## src/rtl/sprite_plotter.sv

```systemverilog
// Car sprite renderer: erases the previous sprite, draws it at the new spot and
// streams one pixel per clock to the VGA adapter, clipping at 160x120.
module sprite_plotter #(
  parameter int         SIZE      = 4,
  parameter logic [8:0] BG_COLOUR = 9'h000
) (
  input  logic       clock,
  input  logic       reset,
  input  logic       req,
  input  logic [7:0] iX,
  input  logic [6:0] iY,
  input  logic [8:0] iColour,
  output logic [7:0] oX,
  output logic [6:0] oY,
  output logic [8:0] oColour,
  output logic       oPlot,
  output logic       busy,
  output logic       done,
  output logic [1:0] o_state
);

  localparam int CW = (SIZE * SIZE > 1) ? $clog2(SIZE * SIZE) : 1;

  typedef enum logic [1:0] {S_IDLE, S_ERASE, S_DRAW, S_DONE} state_t;

  state_t        r_state;
  logic [7:0]    r_old_x;
  logic [6:0]    r_old_y;
  logic          r_valid;
  logic [7:0]    r_new_x;
  logic [6:0]    r_new_y;
  logic [8:0]    r_new_c;
  logic [CW-1:0] r_cnt;

  logic [CW-1:0] w_dx;
  logic [CW-1:0] w_dy;
  logic [7:0]    w_base_x;
  logic [6:0]    w_base_y;
  logic [8:0]    w_colour;
  logic [8:0]    w_sum_x;
  logic [7:0]    w_sum_y;
  logic          w_on_screen;
  logic          w_last;

  // Handshake: req is taken only in IDLE; busy holds from acceptance through
  // the last pixel, then done pulses alone for one cycle. req while busy is dropped.
  assign w_dx        = r_cnt % CW'(SIZE);
  assign w_dy        = r_cnt / CW'(SIZE);
  assign w_base_x    = (r_state == S_ERASE) ? r_old_x : r_new_x;
  assign w_base_y    = (r_state == S_ERASE) ? r_old_y : r_new_y;
  assign w_colour    = (r_state == S_ERASE) ? BG_COLOUR : r_new_c;
  assign w_sum_x     = {1'b0, w_base_x} + 9'(w_dx);
  assign w_sum_y     = {1'b0, w_base_y} + 8'(w_dy);
  assign w_on_screen = (w_sum_x <= 9'd159) && (w_sum_y <= 8'd119);
  assign w_last      = (r_cnt == CW'(SIZE * SIZE - 1));
  assign o_state     = r_state;

  always_ff @(posedge clock or posedge reset) begin
    if (reset) begin
      r_state <= S_IDLE;
      r_old_x <= '0;
      r_old_y <= '0;
      r_valid <= 1'b0;
      r_new_x <= '0;
      r_new_y <= '0;
      r_new_c <= '0;
      r_cnt   <= '0;
      oX      <= '0;
      oY      <= '0;
      oColour <= '0;
      oPlot   <= 1'b0;
      busy    <= 1'b0;
      done    <= 1'b0;
    end else begin
      case (r_state)
        S_IDLE: begin
          oPlot <= 1'b0;
          done  <= 1'b0;
          if (req) begin
            r_new_x <= iX;
            r_new_y <= iY;
            r_new_c <= iColour;
            r_cnt   <= '0;
            busy    <= 1'b1;
            r_state <= r_valid ? S_ERASE : S_DRAW;
          end
        end
        S_ERASE, S_DRAW: begin
          // Clipped pixels still take their cycle; only the strobe is masked.
          oX      <= w_sum_x[7:0];
          oY      <= w_sum_y[6:0];
          oColour <= w_colour;
          oPlot   <= w_on_screen;
          if (w_last) begin
            r_cnt   <= '0;
            r_state <= (r_state == S_ERASE) ? S_DRAW : S_DONE;
          end else begin
            r_cnt <= r_cnt + CW'(1);
          end
        end
        S_DONE: begin
          oPlot   <= 1'b0;
          busy    <= 1'b0;
          done    <= 1'b1;
          r_old_x <= r_new_x;
          r_old_y <= r_new_y;
          r_valid <= 1'b1;
          r_state <= S_IDLE;
        end
        default: r_state <= S_IDLE;
      endcase
    end
  end

endmodule

```

## config.mk

```make
export PLATFORM = sky130hd
export DESIGN_NAME = sprite_plotter
export DESIGN_NICKNAME = d
export VERILOG_FILES = /design/src/rtl/sprite_plotter.sv
export SDC_FILE = /design/constraint.sdc
export NUM_CORES = 1
export LEC_CHECK = 0
export BUFFER_PORTS_ARGS = -buffer_cell sky130_fd_sc_hd__buf_2
export CORE_ASPECT_RATIO = 1.5
export CORE_MARGIN = 2
export CORE_UTILIZATION = 45
export CTS_BUF_LIST = sky130_fd_sc_hd__clkbuf_4 sky130_fd_sc_hd__clkbuf_8
export DETAILED_ROUTE_END_ITERATION = 7
export GPL_TIMING_DRIVEN = 0
export PLACE_DENSITY = 0.67
export RECOVER_POWER = 25
export SYNTH_ARGS = -nofsm -noshare
export SYNTH_HDL_FRONTEND = slang
export SYNTH_SLANG_ARGS = --single-unit
```

## constraint.sdc

```tcl
create_clock -name clock -period 4.7 [get_ports clock]
set_input_delay 0.47 -clock clock [delete_from_list [all_inputs] [get_ports clock]]
set_output_delay 0.47 -clock clock [all_outputs]
set_load 0.02 [all_outputs]
```

=== Yosys cells after proc, flatten, opt, wreduce, memory -nomap -nowiden ===
Index checks and enable logic that the tools add are counted.

* Output and inout bits: 29
* Flip-flop bits (word level): 73
* Input port bits: 27
* Word-level logic and storage cells: 50

* Order comparisons: 2
* Equality and inequality tests: 6
* Add/sub/neg operators: 3
* Reductions and logical operators: 10
* Multiplexer cells: 15

{| class="wikitable"
|+ Operators with widths
! kind !! count
|-
| $add 8x2->9 || 1
|-
| $le 9x8->1 const B || 1
|-
| $mux 9 || 1
|-
| $add 7x2->8 || 1
|-
| $le 8x7->1 const B || 1
|-
| $mux 4 || 2
|-
| $mux 8 || 1
|-
| $pmux 4 s2 || 1
|-
| $reduce_and 2->1 || 4
|-
| $mux 7 || 1
|-
| $mux 2 || 3
|-
| $pmux 1 s2 || 3
|-
| $pmux 2 s3 || 1
|-
| $add 4x1->4 const B || 1
|-
| $eq 2x2->1 const B || 2
|-
| $eq 4x4->1 const B || 1
|-
| $ne 2x2->1 const B || 2
|-
| $reduce_bool 2->1 || 2
|-
| $reduce_or 2->1 || 2
|-
| $eq 2x1->1 const B || 1
|-
| $logic_not 2->1 || 1
|-
| $mux 1 || 2
|-
| $logic_and 1x1->1 || 1
|}

=== Longest topological paths before layout ===
* Depth after elaboration: 6
* Mapped depth: 14
* Mapped depth without buffers: 10

=== Worst setup path after synthesis ===
No wires, ideal clock.

* Path kind: reg2reg
* From: reg r_state[1], in the netlist o_state[1]
* To: reg oPlot
* Stages on the path, launching flop included: 15
* Data required time: 4.574 ns
* Period minus slack after synthesis: 3.387 ns
* Slack: 1.313 ns
* Library setup time: 0.126 ns
* Buffers on the path: 4
* Data arrival time: 3.261 ns
* Cells stage by stage: dfrtp_1 -> inv_1 -> ha_1 -> buf_6 -> buf_4 -> buf_2 -> buf_2 -> mux2_2 -> ha_1 -> inv_1 -> fa_1 -> o21a_1 -> or4_1 -> a211oi_1 -> nor3_1

* Longest elaborated chain between the ends: 6
* Elaborated cells on any way between the ends: 14
* Classes of those cells: add/sub (2); order compare (2); eq/ne (3); mux (3); reduce/logical (4)

{| class="wikitable"
|+ Ends and longest elaborated chain
! element !! line !! source
|-
| from (decl) || 26 || <nowiki>state_t r_state;</nowiki>
|-
| from (signal assigned) || 85 || <nowiki>r_state <= r_valid ? S_ERASE : S_DRAW;</nowiki>
|-
| from (signal assigned) || 96 || <nowiki>r_state <= (r_state == S_ERASE) ? S_DRAW : S_DONE;</nowiki>
|-
| $eq 2x1->1 || 49, 50, 75 ||
|-
| $mux 8 or $mux 7 (tied branches) || 49, 50 ||
|-
| $add 8x2->9 or $add 7x2->8 (tied branches) || 52, 53 ||
|-
| $le 9x8->1 or $le 8x7->1 (tied branches) || 54 || <nowiki>assign w_on_screen = (w_sum_x <= 9'd159) && (w_sum_y <= 8'd119);</nowiki>
|-
| $logic_and 1x1->1 || 54 ||
|-
| $pmux 1 s2 * || 75 || <nowiki>case (r_state)</nowiki>
|-
| to (signal assigned) || 93 || <nowiki>oPlot <= w_on_screen;</nowiki>
|-
| to (decl) || 16 || <nowiki>output logic oPlot,</nowiki>
|}

Every way passes the cells marked *; elsewhere a longest branch is shown, timed or not.
A chain may end at the register's enable or synchronous reset.

=== Worst setup path in the final report ===
Ends and elaborated chain as after synthesis.

==> qor.csv <==
metric,value,unit
initial_core_util,46.4,%
finalClockSkew,8.85,ps
first_pass_iters,4,
final_layout_size_suffix_gt1_share,37.4,%
finalCritPeriodShare,79.5,%
hpwl,5.07,mm
dr.first_iter.drc_count,130,
antennaDiodeCount,0,
synth-seq-cells,73,
dr_total_vias,2408,
path_class,reg2reg,
yosysTopAreaCellShare,51.7,%
antenna_found_initial,0,
drtAntennaViolNets,0,
cts_tree,yes,
dieArea,0.00859,mm²
grt_max_degree,74,
cts_resized,0,
hold_viol_final,0,
die_w,76.4,µm
min_period,3740,ps
ys_seq_area_share,51.7,%
coreArea,0.00761,mm²
total_power,3.43,mW
power_leakage,1.87,nW
cts_sinks,73,
fin_area,0.00415,mm²
placed_area,0.00394,mm²
wirelength,6.94,mm
routed_via_density,5.17,
startpoint_type,register,
rsz0062_at_grt,false,
crit_arrival,3960,ps
netlist_top_cells_count,"dfrtp_1, mux2_2, inv_1, nand2_1, a21oi_1",
yosys.cell_count.top_type,dfrtp_1,
ys.flop_type,dfrtp_1,
overflow,0,
wl_per_cell,14.9,µm
setup_tns,0,ps
violations,"capacitance limit, slew limit",
port_buffers,55,
cts-htree-levels,3,
status,finished with violations,
syn-instance-count,293,
grt_pass1_wl,11.5,mm
synthesis.area,0.00353,mm²
end_kind,register,
synth_top_area_cell,dfrtp_1,
clockBufferDepth,2,
cp.required,4920,ps
maxSlewViolCount,74,
synth_area_per_cell,12.1,µm²
ys_types,39,
clk_latency,340,ps
final_nets,397,
tightest_slew,3090,ps
die_h,113,µm
hold_path_class,in2reg,
synth_area_leaders,"dfrtp_1, mux2_2, ha_1",
setup_viol_count_final,0,
holdBufCountCts,0,
peakVddDrop,396,µV
drc,0,
first_global_vias,2417,
numCtsBuffers,9,
clk_pin_slew,70,ps
track_usage,17.2,%
whs,352,ps
gp_congestion,0.784,
synth_edf_count,0,
maxCapViolCount,1,
io_pins,56,
slew_headroom,-107,%
ctsRootBufferMaster,clkbuf_8,
cellPowerDensity,826,mW/mm²
crit_fanout,10,
syn_nets,331,
max_freq,268,MHz
async_reset_ff_share,100,%
cts_setup_buffers,0,
fp-row-count,39,
syn_to_final_growth,17.5,%
ys_warn_count,0,
-- stage by stage --
step                setup WS (ps)  utilization [%]  std cells
detailed placement            962             51.7        450
global placement              947             51.7        450
global route                  711             54.6        466
floorplan                    1310                -        293
finish                        963             54.6        466
CTS                           924             54.6        466
-- worst max-delay path, cell delays in order (launching register included) --
cell and delay (ps):
dfrtp_1 430, inv_1 100, ha_1 260, buf_6 190
buf_4 180, buf_2 270, buf_2 270, mux2_2 190
ha_1 160, inv_1 60, fa_1 450, o21a_1 210
or4_1 470, a211oi_1 280, nor3_1 90
-- layout make-up --
type | count | area, µm²
Timing Repair Buffer | 55 | 275
Tap cell | 102 | 128
Clock buffer | 14 | 180
Inverter | 22 | 83.8
Multi-Input combinational cell | 184 | 1560
Sequential cell | 73 | 1830
Clock inverter | 2 | 35.0
Fill cell | 697 | 3460
Buffer | 14 | 66.3
-- report_power, final --
part / switching, mW / internal (mW)
sequential: 0.230 / 0.959
clock: 0.217 / 0.300
combinational: 0.921 / 0.805
total: 1.37 / 2.06
-- placed cells by master (no fill, tap or decap), types with 2 or more instances in the layout --
master,Yosys,routed
inv_1,22,21
mux2i_1,11,11
clkbuf_4,0,2
o22ai_1,9,9
dfrtp_1,73,73
nand3_1,8,8
nand3b_1,5,5
nor2b_1,2,2
a211oi_1,3,3
nand4b_1,2,2
nor3_1,4,4
ha_1,9,9
xor2_1,3,3
clkbuf_8,0,12
o21ai_0,8,8
clkbuf_1,9,9
nand4_1,3,3
nor2_1,7,7
nor3b_1,2,2
fa_1,2,2
a21oi_1,12,12
mux2_2,55,55
buf_2,2,57
a32o_1,2,2
nand2_1,16,16
xnor2_1,9,9
-- kinds of logic (layout without fill, tap and decap cells) --
family	Yosys count	after routing	synth area share (%)
flip-flops	73	73	51.7
multiplexers	68	68	21.7
AND/OR/NAND/NOR	54	54	8.00
AO/OA/AOI/OAI	39	39	7.12
buffers and inverters	36	107	4.21
XOR/XNOR	12	12	2.97
adder cells (fa/ha/maj)	11	11	4.32
-- layer usage --
layer  global-route usage (%)  vias up  share of wire (%)
met2                     30.6       60                 53
met1                     19.8     1169                 41
li1                         -     1165                  -
met4                     8.61        0                2.1
met5                        0        -                  0
met3                     3.22       14                3.6
-- worst paths after layout --
path / end / start / cells past startpoint / slack [ps]
min in group asynchronous: oColour[0]$_DFFE_PP0P_ / reset / 2 / 1000
worst min-delay path: r_new_x[5]$_DFFE_PP0P_ / iX[5] / 2 / 350
worst max register to register: oPlot$_DFF_PP0_ / o_state[1]$_DFFE_PP0P_ / 14 / 960
worst max-delay path: oPlot$_DFF_PP0_ / o_state[1]$_DFFE_PP0P_ / 14 / 960
max in group asynchronous: r_old_x[5]$_DFFE_PP0P_ / reset / 2 / 2310
worst min register to register: r_new_c[1]$_DFFE_PP0P_ / r_new_c[1]$_DFFE_PP0P_ / 1 / 500
-- registers in the layout, indices dropped and copies added (netlist names) --
| register | cells |
|---|---|
| busy | 1 |
| done | 1 |
| oColour | 9 |
| oPlot | 1 |
| oX | 8 |
| oY | 7 |
| o_state | 2 |
| r_cnt | 4 |
| r_new_c | 9 |
| r_new_x | 8 |
| r_new_y | 7 |
| r_old_x | 8 |
| r_old_y | 7 |
| r_valid | 1 |
Note: power is estimated with default switching activity, not from simulation.
